### src/rtl/mem_req_arbiter.sv
// -----------------------------------------------------------------------------
// mem_req_arbiter
//
// Shares the single LSU request port between two requesters: r0 (IFU fetch)
// and r1 (EXU load/store). One transaction is in flight at a time:
//   IDLE  -> pick a winner (round-robin on ties) and latch its request
//   ISSUE -> one-cycle mem_valid pulse to the LSU
//   WAIT  -> wait for mem_ready, or give up after TIMEOUT_CYCLES cycles
//   RESP  -> one-cycle rN_ready pulse (with rN_rdata / rN_err) to the winner
// A timeout turns an LSU that never answers (e.g. an AXI error response)
// into an error completion so the requester is never stuck.
// Every output comes from a flop, so there is no combinational input->output path.
//
// Parameters
//   ADDR_W          address width
//   DATA_W          data width (byte strobes are DATA_W/8 wide)
//   TIMEOUT_CYCLES  WAIT cycles before a forced error completion (>= 2)
//
// Ports
//   clock, reset                 clock, synchronous active-high reset
//   r{0,1}_valid/addr/wen/       request, held stable until rN_ready
//     wdata/wmask
//   r{0,1}_ready/rdata/err       one-cycle completion, read data, timeout flag
//   mem_valid                    one-cycle request pulse to the LSU
//   mem_addr/wen/wdata/wmask     latched request fields, held until next grant
//   mem_ready, mem_rdata         LSU completion pulse and read data
// -----------------------------------------------------------------------------
module mem_req_arbiter #(
  parameter int ADDR_W         = 32,
  parameter int DATA_W         = 32,
  parameter int TIMEOUT_CYCLES = 1023
) (
  input  logic                clock,
  input  logic                reset,
  // requester 0 (IFU)
  input  logic                r0_valid,
  input  logic [ADDR_W-1:0]   r0_addr,
  input  logic                r0_wen,
  input  logic [DATA_W-1:0]   r0_wdata,
  input  logic [DATA_W/8-1:0] r0_wmask,
  output logic                r0_ready,
  output logic [DATA_W-1:0]   r0_rdata,
  output logic                r0_err,
  // requester 1 (EXU)
  input  logic                r1_valid,
  input  logic [ADDR_W-1:0]   r1_addr,
  input  logic                r1_wen,
  input  logic [DATA_W-1:0]   r1_wdata,
  input  logic [DATA_W/8-1:0] r1_wmask,
  output logic                r1_ready,
  output logic [DATA_W-1:0]   r1_rdata,
  output logic                r1_err,
  // LSU port
  output logic                mem_valid,
  output logic [ADDR_W-1:0]   mem_addr,
  output logic                mem_wen,
  output logic [DATA_W-1:0]   mem_wdata,
  output logic [DATA_W/8-1:0] mem_wmask,
  input  logic                mem_ready,
  input  logic [DATA_W-1:0]   mem_rdata
);

  localparam int MASK_W = DATA_W / 8;
  localparam int CNT_W  = $clog2(TIMEOUT_CYCLES);
  localparam logic [CNT_W-1:0] CNT_LAST = CNT_W'(TIMEOUT_CYCLES - 1);

  typedef enum logic [1:0] {
    S_IDLE,
    S_ISSUE,
    S_WAIT,
    S_RESP
  } state_e;

  state_e              state_q,     state_d;
  // Requester that wins the next tie. Reset 0 gives r0 the first tie; after
  // every grant it points at the requester that was not served.
  logic                rr_ptr_q,    rr_ptr_d;
  logic                grant_q,     grant_d;      // owner of the transaction in flight
  logic [CNT_W-1:0]    cnt_q,       cnt_d;        // WAIT cycles elapsed
  logic                mem_valid_q, mem_valid_d;
  logic [ADDR_W-1:0]   mem_addr_q,  mem_addr_d;
  logic                mem_wen_q,   mem_wen_d;
  logic [DATA_W-1:0]   mem_wdata_q, mem_wdata_d;
  logic [MASK_W-1:0]   mem_wmask_q, mem_wmask_d;
  logic                r0_ready_q,  r0_ready_d;
  logic [DATA_W-1:0]   r0_rdata_q,  r0_rdata_d;
  logic                r0_err_q,    r0_err_d;
  logic                r1_ready_q,  r1_ready_d;
  logic [DATA_W-1:0]   r1_rdata_q,  r1_rdata_d;
  logic                r1_err_q,    r1_err_d;

  // WAIT-state completion, routed to the winner below
  logic                resp_fire;
  logic                resp_err;
  logic [DATA_W-1:0]   resp_rdata;
  logic                pick;

  always_comb begin
    // NOTE: every variable gets a default before the case so that no path
    // leaves one unassigned, which would otherwise infer a latch.
    state_d     = state_q;
    rr_ptr_d    = rr_ptr_q;
    grant_d     = grant_q;
    cnt_d       = cnt_q;
    mem_valid_d = 1'b0;
    mem_addr_d  = mem_addr_q;
    mem_wen_d   = mem_wen_q;
    mem_wdata_d = mem_wdata_q;
    mem_wmask_d = mem_wmask_q;
    r0_ready_d  = 1'b0;
    r0_rdata_d  = '0;
    r0_err_d    = 1'b0;
    r1_ready_d  = 1'b0;
    r1_rdata_d  = '0;
    r1_err_d    = 1'b0;
    resp_fire   = 1'b0;
    resp_err    = 1'b0;
    resp_rdata  = '0;
    pick        = 1'b0;

    case (state_q)
      S_IDLE: begin
        if (r0_valid || r1_valid) begin
          if (r0_valid && r1_valid) pick = rr_ptr_q;
          else                      pick = r1_valid;
          grant_d     = pick;
          rr_ptr_d    = ~pick;
          mem_addr_d  = pick ? r1_addr  : r0_addr;
          mem_wen_d   = pick ? r1_wen   : r0_wen;
          mem_wdata_d = pick ? r1_wdata : r0_wdata;
          mem_wmask_d = pick ? r1_wmask : r0_wmask;
          mem_valid_d = 1'b1;
          state_d     = S_ISSUE;
        end
      end
      S_ISSUE: begin
        cnt_d   = '0;
        state_d = S_WAIT;
      end
      S_WAIT: begin
        // mem_ready has priority over a timeout landing on the same cycle
        if (mem_ready) begin
          resp_fire  = 1'b1;
          resp_rdata = mem_wen_q ? '0 : mem_rdata;
        end else if (cnt_q == CNT_LAST) begin
          resp_fire = 1'b1;
          resp_err  = 1'b1;
        end else begin
          cnt_d = cnt_q + CNT_W'(1);
        end
      end
      S_RESP: begin
        state_d = S_IDLE;
      end
      default: begin
        state_d = S_IDLE;
      end
    endcase

    // The response flops are loaded on the last WAIT cycle so they are high
    // exactly during RESP; the loser's outputs keep their zero defaults.
    if (resp_fire) begin
      state_d    = S_RESP;
      r0_ready_d = ~grant_q;
      r0_rdata_d = grant_q ? '0 : resp_rdata;
      r0_err_d   = ~grant_q & resp_err;
      r1_ready_d = grant_q;
      r1_rdata_d = grant_q ? resp_rdata : '0;
      r1_err_d   = grant_q & resp_err;
    end
  end

  // NOTE: sequential state uses non-blocking assignments only, so every flop
  // samples the values from before the edge regardless of statement order.
  always_ff @(posedge clock) begin
    if (reset) begin
      state_q     <= S_IDLE;
      rr_ptr_q    <= 1'b0;
      grant_q     <= 1'b0;
      cnt_q       <= '0;
      mem_valid_q <= 1'b0;
      mem_addr_q  <= '0;
      mem_wen_q   <= 1'b0;
      mem_wdata_q <= '0;
      mem_wmask_q <= '0;
      r0_ready_q  <= 1'b0;
      r0_rdata_q  <= '0;
      r0_err_q    <= 1'b0;
      r1_ready_q  <= 1'b0;
      r1_rdata_q  <= '0;
      r1_err_q    <= 1'b0;
    end else begin
      state_q     <= state_d;
      rr_ptr_q    <= rr_ptr_d;
      grant_q     <= grant_d;
      cnt_q       <= cnt_d;
      mem_valid_q <= mem_valid_d;
      mem_addr_q  <= mem_addr_d;
      mem_wen_q   <= mem_wen_d;
      mem_wdata_q <= mem_wdata_d;
      mem_wmask_q <= mem_wmask_d;
      r0_ready_q  <= r0_ready_d;
      r0_rdata_q  <= r0_rdata_d;
      r0_err_q    <= r0_err_d;
      r1_ready_q  <= r1_ready_d;
      r1_rdata_q  <= r1_rdata_d;
      r1_err_q    <= r1_err_d;
    end
  end

  assign mem_valid = mem_valid_q;
  assign mem_addr  = mem_addr_q;
  assign mem_wen   = mem_wen_q;
  assign mem_wdata = mem_wdata_q;
  assign mem_wmask = mem_wmask_q;
  assign r0_ready  = r0_ready_q;
  assign r0_rdata  = r0_rdata_q;
  assign r0_err    = r0_err_q;
  assign r1_ready  = r1_ready_q;
  assign r1_rdata  = r1_rdata_q;
  assign r1_err    = r1_err_q;

endmodule
### config.mk
export PLATFORM = sky130hd
export DESIGN_NAME = mem_req_arbiter
export DESIGN_NICKNAME = d
export VERILOG_FILES = /design/src/rtl/mem_req_arbiter.sv
export SDC_FILE = /design/constraint.sdc
export NUM_CORES = 1
export LEC_CHECK = 0
export ABC_AREA = 1
export BUFFER_PORTS_ARGS = -buffer_cell sky130_fd_sc_hd__buf_2
export CORE_MARGIN = 4
export CORE_UTILIZATION = 45
export CTS_CLUSTER_SIZE = 12
export DETAILED_ROUTE_END_ITERATION = 8
export PLACE_DENSITY_LB_ADDON = 0.12
export SLEW_MARGIN = 20
export SYNTH_ARGS = -nofsm -noshare
export SYNTH_HDL_FRONTEND = slang
export SYNTH_SLANG_ARGS = --single-unit
export TNS_END_PERCENT = 100
### constraint.sdc
create_clock -name clock -period 1.99 [get_ports clock]
set_clock_uncertainty 0.2 [all_clocks]
set_input_delay 0 -clock clock [delete_from_list [all_inputs] [get_ports clock]]
set_output_delay 0 -clock clock [all_outputs]
set_load 0.02 [all_outputs]
==> results <==
- The flow ran to the end, and the final reports show no timing, DRC or antenna violations.
- The number of cells produced by synthesis is about 800.
- The worst hold-check path type is in2reg.
- The number of buffers added by the clock tree synthesis step is 17.
- After detailed routing, the number of vias per cell comes to between 4 and 5.
- The share of layout cells above drive strength 1 is 28.4%.
- Summing the sequential cell areas from Yosys gives 52.0% of the chip area.
- The first global-routing pass estimated between 30 and 40 mm of wire.
- The cell type group with the largest total delay on the critical path is buffers and inverters.
- Cells fill between 70 and 80% of the core in the end.
- Entering global routing, the biggest net connects 71 pins.
- The number of antenna violations at the first check in global routing is 0.
- The number of warning messages in the yosys log is 0.
- For the finished layout, the period the worst path requires is around 1.9 ns.
- The area share of the largest cell type after synthesis is ~52%.
- The startpoint identified for the worst register-to-register timing path is cnt_q[0].
- The floorplan has 41 rows.
- The commonest cells after synthesis are nand2_1, dfxtp_1, inv_1.
- After routing the design area is slightly below 10000 um^2.
- The area of the die is about 15000 um^2.
- The count of buffers added on input and output ports is about 310.
- The finished layout holds approximately 1.5k standard cells, fillers aside.
- Setup violations remaining at the end of the flow were counted as 0.
- The core footprint is between 10000 and 15000 um^2.
- The worst register-to-register path has a depth of 10.
- STA classifies the critical path endpoint as a register.
- The global-route track usage on met2 is 49.7%.
- The largest incremental delay on the critical path is 0.54 ns.
- Across the run, the number of max-cap violations was 0.
- Timing would allow up to about 0.54 GHz.
- The multi-input logic area is around 2300 um^2.
- In the post-synthesis netlist, the biggest area contributors are dfxtp_1, nand2_1, nand3_1, inv_1, nor2_1.
- The initial utilization of the core area, before any placement, comes to ~46%.
- The buffer type at the clock tree root is clkbuf_16.
- The commonest register cell after synthesis is dfxtp_1.
- In the global route stage, overall resource usage came out at between 20% and 30%.
- The die is around 120 um tall.
- The clock latency on the worst-skew pair is between 0.4 and 0.5 ns.
- Yosys mapped a number of flops with a built-in enable equal to 0.
- Dividing the synthesized area by the synthesized cell count gives between 7 and 8 um^2.
- The worst-case hold path end point is r1_rdata[12].
- In this run the tightest slew margin relative to its limit is 64.6%.
- The post-placement cell area is around 7600 um^2.
- In this run the power density over the cells is about 800 nW/um^2.
- The endpoint of the worst register-to-register path is r1_rdata[29].
- The synthesized netlist occupies a cell area of ~5800 um^2.
- The arrival time of data at the critical path endpoint is between 2 and 2.5 ns.
- Walking the worst path, the cells encountered are dlygate4sd3_1, buf_2, or2_2, nand2_2, buf_4, nand2_1, nand3_1, nand2_1, inv_1.
- The post-synthesis async set-or-reset flop share is 0%.
- Wires add up to 22.2 mm.
- The HPWL after detailed placement is approximately 12 mm.
- The congestion estimate from routability-driven global placement came to between 0.8 and 0.9.
- For this block, the initial DRC count from the detailed router was 601.
- The remaining design rule violation count is 0.
- Relative to the synthesized area, the layout overhead comes to 69.0%.
- Clock-pin slew was measured on the worst setup and hold paths at 0.07 ns.
- The internal reg-to-reg setup slack is 0.15 ns.
- For this run, the post-layout net count is 1472.
- The leakage power summed over all cells is 5.31 nW.
- The worst setup path is of the in2reg kind.
- In the final routed layout, each cell accounts on average for roughly 15 um.
- Counting both buffers and inverters, the worst setup path holds a total of 4.
- The largest voltage drop on the vdd net is a little under 0.0006 V.
- The worst-path maximum fanout is 48.
- The count of cells along the worst hold path is 4.
- The post-detailed-route count of antenna-violating nets is 0.
- The H-tree was split into 4 levels.
- The setup slack after layout is roughly 0.14 ns.
- At the pin with the least slew margin, the transition time is 0.530 ns.
- The most heavily used metal layer in global routing is met2.
- The area of all sequential standard cells is just over 3000 um^2.
- After detailed placement, the design holds a cell count of around 1.3k.
- In the final timing run, aggregate negative setup slack is 0 ns.
- The top-level port count is between 300 and 400.
- The hold path startpoint is mem_rdata[12].
- Clock tree synthesis found a total of 152 sinks.
- The post-synth net total is 996.
- The hold violation total from the final report was 0.
- Setup repair after global routing could not meet its margin everywhere.
- The post-route fraction of the period consumed by the critical path is 93.1%.
- The number of setup buffers added after CTS is 0.
- The cell taking the most area after synthesis is dfxtp_1.
- The most prevalent standard cell on the critical path is nand2_1.
- The fraction of met3 tracks used by global routing is around 8.7%.
- The via count of the first global-routing pass came to ~7k.
- The worst setup timing slack at the placement stage is about 0.17 ns.
- The count of TritonRoute iterations in the first routing pass is 5.
- Detailed routing inserted a total of roughly 7.1k vias.
- Yosys instantiated no cell more often than nand2_1.
- Yosys mapped the design onto 27 distinct sky130hd cell types.
- The total power is just under 8 mW.
- The total overflow left after global routing is 0.
- The clock passes through at most 2 buffers.
- For met1 alone, demand over resource in global routing was between 30% and 40%.
- The number of slew-limit violations in the final report came to 0.
- The CTS tree is built.
- The slowest stage of the critical path belongs to the cell dlygate4sd3_1.
- The worst slack on hold paths is 0.170 ns.
- The die width is 122 um.
- The number of filler cells placed in the layout is roughly 860.
- The endpoint required time on the critical path is about 2.2 ns.
- The post-synthesis register bit count is between 150 and 200.
- The kind of start point of the critical path is an input pin.
-- worst reg2reg max path, stage by stage (launching register included) --
cell,delay (ns)
dfxtp_1,0.32
inv_1,0.09
ha_1,0.14
inv_1,0.04
nor2_1,0.15
nand3_2,0.10
nand2_1,0.07
nand2_1,0.07
nor2_4,0.14
nand2_4,0.24
nor2_1,0.20
-- cell usage in the layout (no fill, tap or decap), types with 2 or more instances in the layout --
| cell type | n |
|---|---|
| nand2_1 | 336 |
| buf_2 | 312 |
| dlygate4sd3_1 | 175 |
| dfxtp_1 | 152 |
| inv_1 | 88 |
| nand3_1 | 82 |
| nor2_1 | 77 |
| clkbuf_16 | 17 |
| a21oi_1 | 13 |
| buf_4 | 6 |
| nor2_2 | 5 |
| inv_6 | 5 |
| buf_12 | 5 |
| clkinv_4 | 4 |
| xor2_1 | 3 |
| o21ai_0 | 3 |
| diode_2 | 2 |
| or2_2 | 2 |
| nand2_2 | 2 |
| nor2_4 | 2 |
| nand2_4 | 2 |
| nand4_1 | 2 |
| ha_1 | 2 |
| inv_8 | 2 |
| clkinvlp_4 | 2 |
-- per-layer routing --
layer	part of all wire (%)	vias to the layer above	wire length (um)
met3	8.8	123	1960
met2	48	393	10700
met5	0	-	0
li1	-	3416	-
met4	6.6	0	1470
met1	36	3137	8000
-- area by class of cell --
type | instances | area share (%)
Antenna cell | 2 | 0.0506
Clock buffer | 18 | 4.34
Clock inverter | 14 | 1.34
Inverter | 90 | 3.42
Multi-Input combinational cell | 536 | 22.9
Sequential cell | 152 | 30.8
Tap cell | 172 | 2.18
Timing Repair Buffer | 498 | 35.0
-- what timing repair did --
item	in CTS	in global routing
gates resized for setup	0	0
hold buffers	175	0
endpoints found under the hold margin	148	0
setup endpoints to repair	0	3
-- worst max path at each step --
stage	start	endpoint	slack, ns	depth (start not counted)
3_3_place_gp	cnt_q[0]	cnt_q[0]	0.21	9
4_1_cts	cnt_q[0]	r1_rdata[24]	0.13	10
5_1_grt	cnt_q[0]	r1_rdata[10]	-0.01	10
3_5_place_dp	cnt_q[0]	r0_rdata[12]	0.17	10
2_1_floorplan	cnt_q[0]	r0_rdata[23]	0.39	11
6_report	r1_valid	mem_wdata[7]	0.14	9
-- state kept, by name (all words and copies together), names as in the netlist --
register   count
grant_q        1
mem_valid      1
r1_ready       1
mem_wdata     32
mem_wmask      4
r0_err         1
rr_ptr_q       1
r1_rdata      32
mem_addr      32
state_q        2
r0_rdata      32
cnt_q         10
r1_err         1
r0_ready       1
mem_wen        1
-- cell families (layout without fill, tap and decap cells) --
family / after synthesis / in the layout / share of synthesized area, %
AND/OR/NAND/NOR: 513 / 513 / 35.8
adder cells (fa/ha/maj): 2 / 2 / 0.428
flip-flops: 152 / 152 / 52.0
AO/OA/AOI/OAI: 17 / 17 / 1.52
other: 0 / 2 / 0
buffers and inverters: 131 / 620 / 9.63
XOR/XNOR: 4 / 4 / 0.599
-- power breakdown --
group	total [mW]	leakage [nW]	switching, mW	internal, mW
logic	1.59	3.80	0.903	0.687
registers	3.30	1.24	0.0907	3.21
clock network	3.04	0.269	1.39	1.65
total	7.93	5.31	2.39	5.54
Note: power is estimated with default switching activity, not from simulation.
